==> config.mk <==
export PLATFORM = sky130hd
export DESIGN_NAME = arp_reply_rx_flat
export DESIGN_NICKNAME = d
export VERILOG_FILES = /design/src/rtl/eth_pkg.sv /design/src/rtl/arp_reply_rx_if.sv /design/src/rtl/crc32_d8.sv /design/src/rtl/arp_reply_rx.sv /design/src/flat_wrapper.sv
export SDC_FILE = /design/constraint.sdc
export NUM_CORES = 1
export LEC_CHECK = 0
export BUFFER_PORTS_ARGS = -buffer_cell sky130_fd_sc_hd__buf_4
export CAP_MARGIN = 20
export CORE_MARGIN = 3
export CORE_UTILIZATION = 35
export DETAILED_ROUTE_END_ITERATION = 10
export SYNTH_ARGS = -nofsm -noshare
export SYNTH_HDL_FRONTEND = slang
export SYNTH_SLANG_ARGS = --single-unit
==> constraint.sdc <==
create_clock -name clock -period 4.1 [get_ports clock]
set_input_delay 1.23 -clock clock [delete_from_list [all_inputs] [get_ports clock]]
set_output_delay 1.23 -clock clock [all_outputs]
set_load 0.02 [all_outputs]
==> src/rtl/eth_pkg.sv <==
// Ethernet/ARP constants shared by the GMII RX and TX stages, plus the byte-wide reflected CRC-32 step.
// Latency: n/a (constants and a combinational function only).
// Backpressure: n/a.
package eth_pkg;

    localparam logic [15:0] ETHERTYPE_ARP  = 16'h0806;
    localparam logic [15:0] ETHERTYPE_IPV4 = 16'h0800;
    localparam logic [15:0] ARP_HTYPE_ETH  = 16'h0001;
    localparam logic [15:0] ARP_OPER_REQ   = 16'h0001;
    localparam logic [15:0] ARP_OPER_REPLY = 16'h0002;
    localparam logic [7:0]  ARP_HLEN_ETH   = 8'd6;
    localparam logic [7:0]  ARP_PLEN_IPV4  = 8'd4;

    localparam logic [7:0]  PREAMBLE       = 8'h55;
    localparam logic [7:0]  SFD            = 8'hD5;

    localparam logic [31:0] CRC32_POLY_REFL = 32'hEDB88320;
    localparam logic [31:0] CRC32_INIT      = 32'hFFFFFFFF;
    // Register value left after running data plus its own FCS through the CRC.
    localparam logic [31:0] CRC32_RESIDUE   = 32'hDEBB20E3;

    localparam logic [10:0] MIN_FRAME = 11'd64;
    localparam logic [10:0] MAX_FRAME = 11'd1518;

    // Byte offsets counted from the first byte after SFD.
    localparam logic [10:0] OFF_DST   = 11'd0;
    localparam logic [10:0] OFF_ETYPE = 11'd12;
    localparam logic [10:0] OFF_HTYPE = 11'd14;
    localparam logic [10:0] OFF_PTYPE = 11'd16;
    localparam logic [10:0] OFF_HLEN  = 11'd18;
    localparam logic [10:0] OFF_PLEN  = 11'd19;
    localparam logic [10:0] OFF_OPER  = 11'd20;
    localparam logic [10:0] OFF_SHA   = 11'd22;
    localparam logic [10:0] OFF_SPA   = 11'd28;
    localparam logic [10:0] OFF_THA   = 11'd32;
    localparam logic [10:0] OFF_TPA   = 11'd38;

    // Header fields captured while the frame streams in.
    typedef struct packed {
        logic [47:0] dst;
        logic [15:0] etype;
        logic [15:0] htype;
        logic [15:0] ptype;
        logic [7:0]  hlen;
        logic [7:0]  plen;
        logic [15:0] oper;
        logic [47:0] sha;
        logic [31:0] spa;
        logic [31:0] tpa;
    } arp_hdr_t;

    // One byte of reflected CRC-32, LSB of the byte first.
    function automatic logic [31:0] crc32_step(input logic [31:0] crc, input logic [7:0] data);
        logic [31:0] c;
        c = crc ^ {24'h0, data};
        for (int i = 0; i < 8; i++) begin
            c = c[0] ? ((c >> 1) ^ CRC32_POLY_REFL) : (c >> 1);
        end
        return c;
    endfunction

    // True when idx lies in [lo, lo+n).
    function automatic logic in_field(input logic [10:0] idx, input logic [10:0] lo, input logic [10:0] n);
        return (idx >= lo) && (idx < (lo + n));
    endfunction

endpackage

==> src/rtl/arp_reply_rx_if.sv <==
// GMII receive byte stream in, ARP reply result and frame statistics out.
// Latency: n/a (signal bundle only).
// Backpressure: none; the source delivers one byte per clock while rx_dv is high.
interface arp_reply_rx_if;
    logic        rx_dv;
    logic [7:0]  rx_data;
    logic        reply_valid;
    logic [47:0] reply_mac;
    logic [31:0] reply_ip;
    logic [15:0] good_cnt;
    logic [15:0] crc_err_cnt;

    // master: drives the GMII byte stream and observes results
    modport master (output rx_dv, rx_data,
                    input  reply_valid, reply_mac, reply_ip, good_cnt, crc_err_cnt);
    // slave: the receiver itself
    modport slave  (input  rx_dv, rx_data,
                    output reply_valid, reply_mac, reply_ip, good_cnt, crc_err_cnt);
endinterface

==> src/rtl/crc32_d8.sv <==
// Byte-wide reflected CRC-32 register; shared by the GMII RX checker and TX generator.
// Latency: state reflects a byte on the edge after it is presented with i_en.
// Backpressure: none; i_init takes priority over i_en.
// Ports: clock, reset_n (sync, active-low), i_init (reload 0xFFFFFFFF), i_en (absorb i_data), o_crc.
module crc32_d8
    import eth_pkg::*;
(
    input  logic        clock,
    input  logic        reset_n,
    input  logic        i_init,
    input  logic        i_en,
    input  logic [7:0]  i_data,
    output logic [31:0] o_crc
);
    logic [31:0] r_crc;

    always_ff @(posedge clock) begin
        if (!reset_n) begin
            r_crc <= CRC32_INIT;
        end else if (i_init) begin
            r_crc <= CRC32_INIT;
        end else if (i_en) begin
            r_crc <= crc32_step(r_crc, i_data);
        end
    end

    assign o_crc = r_crc;
endmodule

==> src/rtl/arp_reply_rx.sv <==
// GMII RX: strips preamble/SFD, checks FCS, counts frames, and reports ARP replies from PEER_IP to LOCAL_IP.
// Latency: results update on the 2nd edge after rx_dv falls (one CHECK cycle); reply_valid is a 1-cycle pulse.
// Backpressure: none; a byte is consumed every clock while rx_dv is high.
// Ports: clock, reset_n (sync, active-low), bus (slave): rx_dv/rx_data in; reply_valid, reply_mac,
//        reply_ip, good_cnt, crc_err_cnt out.
module arp_reply_rx
    import eth_pkg::*;
#(
    parameter logic [47:0] LOCAL_MAC = 48'h00301ba0a48e,
    parameter logic [31:0] LOCAL_IP  = 32'h0a00150a,
    parameter logic [31:0] PEER_IP   = 32'h0a001563
)(
    input  logic           clock,
    input  logic           reset_n,
    arp_reply_rx_if.slave  bus
);
    localparam logic [2:0] S_IDLE  = 3'd0;
    localparam logic [2:0] S_PRE   = 3'd1;
    localparam logic [2:0] S_BODY  = 3'd2;
    localparam logic [2:0] S_CHECK = 3'd3;
    localparam logic [2:0] S_DROP  = 3'd4;

    logic [2:0]  r_state;
    logic [2:0]  r_pre_cnt;   // number of 0x55 bytes seen so far
    logic [10:0] r_idx;       // bytes received after SFD, FCS included
    arp_hdr_t    r_hdr;
    logic        r_reply_valid;
    logic [47:0] r_reply_mac;
    logic [31:0] r_reply_ip;
    logic [15:0] r_good_cnt;
    logic [15:0] r_crc_err_cnt;

    logic        w_byte_take;
    logic [31:0] w_crc;
    logic        w_arp_match;

    // A byte enters the CRC and field capture only when it is part of a legal-length body.
    assign w_byte_take = (r_state == S_BODY) && bus.rx_dv && (r_idx != MAX_FRAME);

    crc32_d8 u_crc (
        .clock   (clock),
        .reset_n (reset_n),
        .i_init  (r_state != S_BODY),
        .i_en    (w_byte_take),
        .i_data  (bus.rx_data),
        .o_crc   (w_crc)
    );

    assign w_arp_match = ((r_hdr.dst == LOCAL_MAC) || (r_hdr.dst == 48'hFFFF_FFFF_FFFF)) &&
                         (r_hdr.etype == ETHERTYPE_ARP)  && (r_hdr.htype == ARP_HTYPE_ETH) &&
                         (r_hdr.ptype == ETHERTYPE_IPV4) && (r_hdr.hlen  == ARP_HLEN_ETH)  &&
                         (r_hdr.plen  == ARP_PLEN_IPV4)  && (r_hdr.oper  == ARP_OPER_REPLY) &&
                         (r_hdr.spa   == PEER_IP)        && (r_hdr.tpa   == LOCAL_IP);

    always_ff @(posedge clock) begin
        if (!reset_n) begin
            r_state       <= S_IDLE;
            r_pre_cnt     <= 3'd0;
            r_idx         <= 11'd0;
            r_hdr         <= '0;
            r_reply_valid <= 1'b0;
            r_reply_mac   <= 48'd0;
            r_reply_ip    <= 32'd0;
            r_good_cnt    <= 16'd0;
            r_crc_err_cnt <= 16'd0;
        end else begin
            r_reply_valid <= 1'b0;
            case (r_state)
                S_IDLE: begin
                    if (bus.rx_dv) begin
                        if (bus.rx_data == PREAMBLE) begin
                            r_state   <= S_PRE;
                            r_pre_cnt <= 3'd1;
                        end else if (bus.rx_data == SFD) begin
                            r_state <= S_BODY;
                            r_idx   <= 11'd0;
                        end else begin
                            r_state <= S_DROP;
                        end
                    end
                end
                S_PRE: begin
                    if (!bus.rx_dv) begin
                        r_state <= S_IDLE;
                    end else if (bus.rx_data == PREAMBLE) begin
                        if (r_pre_cnt == 3'd7) begin
                            r_state <= S_DROP;
                        end else begin
                            r_pre_cnt <= r_pre_cnt + 3'd1;
                        end
                    end else if (bus.rx_data == SFD) begin
                        r_state <= S_BODY;
                        r_idx   <= 11'd0;
                    end else begin
                        r_state <= S_DROP;
                    end
                end
                S_BODY: begin
                    if (!bus.rx_dv) begin
                        r_state <= S_CHECK;
                    end else if (r_idx == MAX_FRAME) begin
                        r_state <= S_DROP;
                    end else begin
                        r_idx <= r_idx + 11'd1;
                        // Big-endian fields: shift each byte in at the LSB end.
                        if (in_field(r_idx, OFF_DST, 11'd6))   r_hdr.dst   <= {r_hdr.dst[39:0], bus.rx_data};
                        if (in_field(r_idx, OFF_ETYPE, 11'd2)) r_hdr.etype <= {r_hdr.etype[7:0], bus.rx_data};
                        if (in_field(r_idx, OFF_HTYPE, 11'd2)) r_hdr.htype <= {r_hdr.htype[7:0], bus.rx_data};
                        if (in_field(r_idx, OFF_PTYPE, 11'd2)) r_hdr.ptype <= {r_hdr.ptype[7:0], bus.rx_data};
                        if (r_idx == OFF_HLEN)                 r_hdr.hlen  <= bus.rx_data;
                        if (r_idx == OFF_PLEN)                 r_hdr.plen  <= bus.rx_data;
                        if (in_field(r_idx, OFF_OPER, 11'd2))  r_hdr.oper  <= {r_hdr.oper[7:0], bus.rx_data};
                        if (in_field(r_idx, OFF_SHA, 11'd6))   r_hdr.sha   <= {r_hdr.sha[39:0], bus.rx_data};
                        if (in_field(r_idx, OFF_SPA, 11'd4))   r_hdr.spa   <= {r_hdr.spa[23:0], bus.rx_data};
                        if (in_field(r_idx, OFF_TPA, 11'd4))   r_hdr.tpa   <= {r_hdr.tpa[23:0], bus.rx_data};
                    end
                end
                S_CHECK: begin
                    // Runts are discarded without touching any statistic.
                    if (r_idx >= MIN_FRAME) begin
                        if (w_crc == CRC32_RESIDUE) begin
                            if (r_good_cnt != 16'hFFFF) r_good_cnt <= r_good_cnt + 16'd1;
                            if (w_arp_match) begin
                                r_reply_valid <= 1'b1;
                                r_reply_mac   <= r_hdr.sha;
                                r_reply_ip    <= r_hdr.spa;
                            end
                        end else begin
                            if (r_crc_err_cnt != 16'hFFFF) r_crc_err_cnt <= r_crc_err_cnt + 16'd1;
                        end
                    end
                    r_state <= S_IDLE;
                end
                S_DROP: begin
                    if (!bus.rx_dv) r_state <= S_IDLE;
                end
                default: r_state <= S_IDLE;
            endcase
        end
    end

    assign bus.reply_valid = r_reply_valid;
    assign bus.reply_mac   = r_reply_mac;
    assign bus.reply_ip    = r_reply_ip;
    assign bus.good_cnt    = r_good_cnt;
    assign bus.crc_err_cnt = r_crc_err_cnt;
endmodule

==> src/flat_wrapper.sv <==
// flat-port wrapper written by rule: the top's interface ports become plain ports
module arp_reply_rx_flat import eth_pkg::*;
#(
    parameter logic [47:0] LOCAL_MAC = 48'h00301ba0a48e,
    parameter logic [31:0] LOCAL_IP  = 32'h0a00150a,
    parameter logic [31:0] PEER_IP   = 32'h0a001563
)
  (clock, reset_n, bus_rx_dv, bus_rx_data, bus_reply_valid, bus_reply_mac, bus_reply_ip, bus_good_cnt, bus_crc_err_cnt);
  arp_reply_rx_if bus_i ();
  input  logic clock;
  input  logic reset_n;
  input wire logic [$bits(bus_i.rx_dv)-1:0] bus_rx_dv;
  input wire logic [$bits(bus_i.rx_data)-1:0] bus_rx_data;
  output wire logic [$bits(bus_i.reply_valid)-1:0] bus_reply_valid;
  output wire logic [$bits(bus_i.reply_mac)-1:0] bus_reply_mac;
  output wire logic [$bits(bus_i.reply_ip)-1:0] bus_reply_ip;
  output wire logic [$bits(bus_i.good_cnt)-1:0] bus_good_cnt;
  output wire logic [$bits(bus_i.crc_err_cnt)-1:0] bus_crc_err_cnt;
  assign bus_i.rx_dv = bus_rx_dv;
  assign bus_i.rx_data = bus_rx_data;
  assign bus_reply_valid = bus_i.reply_valid;
  assign bus_reply_mac = bus_i.reply_mac;
  assign bus_reply_ip = bus_i.reply_ip;
  assign bus_good_cnt = bus_i.good_cnt;
  assign bus_crc_err_cnt = bus_i.crc_err_cnt;
  arp_reply_rx #(.LOCAL_MAC(LOCAL_MAC), .LOCAL_IP(LOCAL_IP), .PEER_IP(PEER_IP)) u_core (.clock(clock), .reset_n(reset_n), .bus(bus_i));
endmodule
* Word-level counts from Yosys, hierarchy flattened
Index checks and enable logic that the tools add are counted.
Operators by class: $add $sub $neg 4, magnitude comparators 17, eq/ne operators 38, muxes and demuxes 31, bitwise operators 12, reductions and logical operators 41
Operator list (number):
- $mux W32 | 8
- $not A13 Y14 | 8
- $eq A32 B28 Y1 const B | 2
- $reduce_and A4 Y1 | 15
- $mux W11 | 5
- $eq A48 B38 Y1 const B | 1
- $eq A48 B48 Y1 const B | 1
- $ge A11 B5 Y1 const B | 4
- $lt A11 B5 Y1 const B | 4
- $mux W3 | 14
- $add A16 B1 Y16 const B | 2
- $eq A16 B12 Y1 const B | 2
- $eq A32 B32 Y1 const B | 1
- $ne A16 B16 Y1 const B | 2
- $xor A32 B8 Y32 | 1
- $eq A11 B5 Y1 const B | 2
- $ge A11 B4 Y1 const B | 2
- $lt A11 B6 Y1 const B | 2
- $pmux W11 S2 | 1
- $logic_and A1 B1 Y1 | 18
- $eq A16 B1 Y1 const B | 1
- $eq A16 B2 Y1 const B | 1
- $eq A8 B3 Y1 const B | 2
- $ne A2 B2 Y1 const B | 7
- other kinds (27) | 37
Storage, ports and cells: flip-flop bits (word level) 402, input bits 11, output and inout port bits 113, logic and storage cells 162

* Longest topological paths before layout
depth after elaboration 17, mapped depth 10, mapped depth without buffers 8

* Hierarchy
Synthesis repeated with hierarchy kept, for this count alone.
Unflattened totals: cell total of the unflattened synthesis 1978, area, all modules 16826.1 sq um
By module, submodules not included:
- arp_reply_rx | instances 1, cells each 1800, area an instance 14774.2 sq um, sequential area each 7407.1 sq um
- crc32_d8 | instances 1, cells each 178, area an instance 2052.0 sq um, sequential area each 640.6 sq um

* Worst setup path after synthesis
Ideal clock, no wire load.
path type in2reg, start input bus_rx_data[1], end register u_core.u_crc.r_crc[20] (netlist: u_core.u_crc.o_crc[20]), setup time 0.141 ns, arrival 3.116 ns, required time 3.959 ns, setup slack 0.842 ns, stages on the path 7, buffers on the path 1, cells stage by stage clkbuf_1 > xnor2_1 > xor3_1 > xor2_1 > xnor2_1 > xnor2_1 > o211ai_1
Between the ends: cells in the longest elaborated chain, start to end 13
RTL lines:
- from (decl) | line flat_wrapper.sv:13 | input wire logic [$bits(bus_i.rx_data)-1:0] bus_rx_data;
- $xor A32 B8 Y32 (*) | line eth_pkg.sv:55 | c = crc ^ {24'h0, data};
- $mux W32 (*) (3 in series) | line eth_pkg.sv:57 | c = c[0] ? ((c >> 1) ^ CRC32_POLY_REFL) : (c >> 1);
- $not A13 Y14 (no source line)
- $mux W32 (*) | line eth_pkg.sv:57
- $not A13 Y14 (no source line)
- $mux W32 (*) (2 in series) | line eth_pkg.sv:57
- $not A13 Y14 (no source line)
- $mux W32 (*) | line eth_pkg.sv:57
- $not A13 Y14 (no source line)
- $mux W32 (*) | line eth_pkg.sv:57
- to (signal assigned) | line crc32_d8.sv:23 | r_crc <= crc32_step(r_crc, i_data);
- to (decl) | line crc32_d8.sv:15 | logic [31:0] r_crc;
Mark *: on every way between the ends. The rest lies on a longest branch, timed or not. A chain may end at the register's enable or synchronous reset.

* Worst setup path in the final report
start register u_core.u_crc.r_crc[24] (netlist: u_core.u_crc.o_crc[24]), end register u_core.r_reply_mac[24] (netlist: u_core.bus.reply_mac[24])
Between the ends: cells in the longest elaborated chain, start to end 2
RTL lines:
- $eq A32 B32 Y1 | line arp_reply_rx.sv:121 | if (w_crc == CRC32_RESIDUE) begin
- $reduce_and A4 Y1 (no source line)
- to (signal assigned) | line arp_reply_rx.sv:125 | r_reply_mac <= r_hdr.sha;
- to (decl) | line arp_reply_rx.sv:28 | logic [47:0] r_reply_mac;
No other way between the ends.

==> impl_table.tex <==
\begin{tabular}{lr}
\hline
Metric & Value \\
\hline
\multicolumn{2}{l}{\textbf{Clocking}} \\
Worst-case clock buffer depth & 3 \\
CTS clk-pin slew, worst paths & 0.06 ns \\
Total of cells resized after clock tree synthesis & 0 \\
Worst-skew pair later-pin latency & between 0.5 and 0.6 ns \\
Post-cts hold buffer count & 0 \\
TritonCTS Sinks & about 400 \\
CTS H-Tree Depth & 2 \\
Total clock buffers created by CTS & 42 \\
TritonCTS clock tree & yes \\
Number of setup buffers added after CTS & 0 \\
Clock root buffer & sky130\_fd\_sc\_hd\_\_clkbuf\_16 \\
\multicolumn{2}{l}{\textbf{STA}} \\
Total negative slack & 0 ns \\
Final worst clock skew & roughly 0.018 ns \\
Period utilization & 0.842 \\
Headroom to the max-slew limit & 0.352 \\
Least-Margin Pin Slew & 0.972 ns \\
Total setup violations reported at the end of the flow & 0 \\
RSZ-0062 raised after global routing & no \\
Min Clock Period, post-route & 3.45 ns \\
Count of pins over their slew limit & 0 \\
Final hold violation count & 0 \\
Highest clock frequency the design can meet & 290 MHz \\
\multicolumn{2}{l}{\textbf{Synth}} \\
Mean cell area of the mapped netlist & 8.41 sq um \\
Post-synthesis simple-gate area fraction & 0.261 \\
Post-synth cell types & 54 \\
\#FFs+latches synth & 402 \\
Top cell type by total area after synthesis & sky130\_fd\_sc\_hd\_\_dfxtp\_1 \\
Parity-gate share of the synthesized area counting xor and xnor cells & 0.0538 \\
Yosys warning total & 0 \\
EDFF count, synth & 0 \\
Top FF cell, synth & sky130\_fd\_sc\_hd\_\_dfxtp\_1 \\
Leading post-synthesis cells by cell area & sky130\_fd\_sc\_hd\_\_dfxtp\_1 49\%, sky130\_fd\_sc\_hd\_\_nand2\_1 12\%, sky130\_fd\_sc\_hd\_\_a21oi\_1 5.7\% \\
Synthesized instance count & 1,952 \\
Share of synthesized registers carrying an async set or reset & 0 \\
Sequential-to-total area share from yosys stat & 0.490 \\
Cell area after synthesis & 16,400 sq um \\
Main combinational cell family by area after synthesis & simple AND/OR/NAND/NOR gates \\
Synth Area in Adders & 0.00534 \\
Share of the synthesized area in compound gates (AO/OA/AOI/OAI) & 0.0988 \\
Net count after synthesis & 1,970 \\
Yosys top cell area share & 0.490 \\
Share of cell area taken by muxes after synthesis & 0.0532 \\
\multicolumn{2}{l}{\textbf{Layout}} \\
Layout filler cell count & 4,510 \\
Count of placed standard cells in the final layout, fillers left out & between 2,000 and 3,000 \\
Multi-input gate area in the final layout & 7770 sq um \\
Share of cells above drive strength 1 & 0.114 \\
Most common cell after layout, fill and taps aside & sky130\_fd\_sc\_hd\_\_nand2\_1 \\
Most frequent cells in the layout & 537 x sky130\_fd\_sc\_hd\_\_nand2\_1, 402 x sky130\_fd\_sc\_hd\_\_dfxtp\_1, 188 x sky130\_fd\_sc\_hd\_\_a21oi\_1, 145 x sky130\_fd\_sc\_hd\_\_buf\_4, 85 x sky130\_fd\_sc\_hd\_\_mux2i\_1 \\
Layout Utilization & 0.420 \\
Ant diodes & 0 \\
Net count of the finished layout & 2,029 \\
Seq. cell area & 8050 sq um \\
Post-synthesis to final-layout area growth & 17.4\% \\
\multicolumn{2}{l}{\textbf{Worst setup path}} \\
Worst EP required & 4.58 ns \\
Path length in cells of the critical path & 7 \\
Worst Reg-to-Reg Cells & 7 \\
Cell type group with the largest total delay on the critical path & simple AND/OR/NAND/NOR gates \\
Worst-path cell chain & nand4b\_1, or4\_1, or4\_1, nor4\_1, and4\_2, buf\_12, mux2i\_1 \\
Critical register-to-register path endpoint & u\_core.bus.reply\_mac[24] \\
CP Launch Type & flip-flop \\
Number of buffers and inverters on the critical path & 1 \\
Crit path capture type & flip-flop \\
Register-to-register setup slack & 0.65 ns \\
Worst Setup SP & u\_core.u\_crc.o\_crc[24] \\
Type of the setup path with the least slack & flip-flop to flip-flop \\
Data arrival time of the worst path & slightly below 4 ns \\
Beginning of the worst register-to-register path & u\_core.u\_crc.o\_crc[24] \\
Largest stage delay, worst path & 0.90 ns \\
Most frequent cell on the critical path & sky130\_fd\_sc\_hd\_\_or4\_1 \\
Library cell contributing the largest single delay on the critical path & sky130\_fd\_sc\_hd\_\_or4\_1 \\
Maximum fanout encountered on the critical timing path & between 50 and 60 \\
\multicolumn{2}{l}{\textbf{Drt}} \\
DRT Pass-1 Iters & 5 \\
Via Count & between 10,000 and 15,000 \\
Wire length per cell & roughly 16 microns \\
Via density per instance & 5.18 \\
DRC marker count from the first detailed-route iteration & 1,265 \\
Final WL & 43.4 mm \\
DRC violation count after routing & 0 \\
Number of routed nets with antenna violations & 0 \\
\multicolumn{2}{l}{\textbf{Hold path}} \\
Worst Hold Launch & u\_core.r\_hdr[106] \\
Worst hold path endpoint & u\_core.r\_hdr[106] \\
Worst min-delay path class & flip-flop to flip-flop \\
Hold Path Cell Cnt & 2 \\
\multicolumn{2}{l}{\textbf{Power and ir drop}} \\
Leakage & 6.93 nW \\
Power density relative to cell area & 427 nW/um\^{}2 \\
Worst voltage drop across the vdd grid & $\sim$0.00026 V \\
\multicolumn{2}{l}{\textbf{Run status}} \\
Result of the run & finished, final reports clean \\
\multicolumn{2}{l}{\textbf{Global route}} \\
Total grt overflow & 0 \\
Maximum number of pins on one net before global-route repair & 117 \\
First-pass GRT wire length & roughly 70 mm \\
Number of global-route vias before repair & around 13,000 \\
Antenna violations before repair & 0 \\
Tot GR Track Use & 0.168 \\
\multicolumn{2}{l}{\textbf{Placement}} \\
Detailed Place HPWL & about 29 mm \\
Count of port buffers added during placement & 123 \\
Final weighted congestion in routability-driven placement & 0.842 \\
Placed Cells & 2,567 \\
\multicolumn{2}{l}{\textbf{Floorplanning}} \\
I/O pin cnt & 124 \\
Placeable core region & around 46,000 sq um \\
Initial Util & 0.358 \\
Chip Height & 223 microns \\
Standard-cell rows & 78 \\
Horiz. Die Dim & 223 microns \\
Area of the die & 49,500 sq um \\
\multicolumn{2}{l}{\textbf{Run}} \\
Maximum capacitance violations & 0 \\
\hline
\end{tabular}
## stage by stage
stage	worst slack [ns]	power [W]	instance area [sq um]	hold slack, ns
after floorplan	0.842	0.00421	16400	0.432
final	0.646	0.00824	19300	0.455
after CTS	0.693	0.00832	19300	0.456
after global placement	0.668	0.00429	17800	0.444
after detailed placement	0.620	0.00429	17800	0.447
after global routing	0.545	0.00852	19300	0.472
## cells in the mapped netlist, types with 33 or more instances
library cell and number:
sky130_fd_sc_hd__nand2_1 537, sky130_fd_sc_hd__nor4_1 54, sky130_fd_sc_hd__nor2_1 83, sky130_fd_sc_hd__nand4_1 36, sky130_fd_sc_hd__xnor2_1 65, sky130_fd_sc_hd__mux2i_1 85
sky130_fd_sc_hd__nand3_1 60, sky130_fd_sc_hd__clkbuf_1 114, sky130_fd_sc_hd__dfxtp_1 402, sky130_fd_sc_hd__xor2_1 33, sky130_fd_sc_hd__o211ai_1 33, sky130_fd_sc_hd__a21oi_1 188
sky130_fd_sc_hd__o21ai_0 43
## layer usage
metal	routed length (microns)	share of wire	up-vias	GRT usage
li1	-	-	6810	-
met1	20700	0.48	6480	0.241
met2	19500	0.45	341	0.264
met3	2300	0.053	61	0.0250
met4	940	0.022	0	0.0457
met5	0	0	-	0
## state kept, by name, summed over array words and instances, names as in the netlist
name / cells
u_core.bus.reply_valid: 1
u_core.bus.crc_err_cnt: 16
u_core.r_pre_cnt: 3
u_core.r_idx: 11
u_core.bus.reply_ip: 32
u_core.bus.reply_mac: 48
u_core.r_hdr: 240
u_core.u_crc.o_crc: 32
u_core.bus.good_cnt: 16
u_core.r_state: 3
## tightest hold or removal path, cell delays in order (launching register included)
cell	delay [ns]
sky130_fd_sc_hd__dfxtp_1	0.31
sky130_fd_sc_hd__nand2_1	0.05
sky130_fd_sc_hd__a21oi_1	0.05
## cells by family (layout without fill, tap and decap cells)
kind of cell,Yosys count,in the layout
AOI/OAI and AO/OA,292,292
xor gates and xnor gates,99,99
adders and majority gates,7,7
buffers and inverters,146,237
DFF,402,402
muxes,87,87
and+or+nand+nor,919,919
## how the worst max path moves through the flow
stage,end,slack (ns)
2_1_floorplan,u_core.u_crc.o_crc[20],0.84
3_3_place_gp,u_core.r_hdr[154],0.67
3_5_place_dp,u_core.r_hdr[147],0.62
4_1_cts,u_core.bus.reply_mac[19],0.69
5_1_grt,u_core.bus.reply_mac[30],0.55
6_report,u_core.bus.reply_mac[24],0.65
## where the power goes
group	internal (W)	leakage [nW]	total, W	switching, W
Clock	0.00242	0.735	0.00403	0.00161
Combinational	0.0000934	2.96	0.000294	0.000200
Sequential	0.00391	3.24	0.00391	0.00000444
## layout make-up
| class | instances | area share |
|---|---|---|
| inverter | 11 | 0.00240 |
| multi-input combinational | 1404 | 0.403 |
| clock inverter | 18 | 0.0134 |
| sequential | 402 | 0.418 |
| timing repair buffer | 150 | 0.0612 |
| clock buffer | 58 | 0.0634 |
| tap | 600 | 0.0390 |
Note: power is estimated with default switching activity, not from simulation.
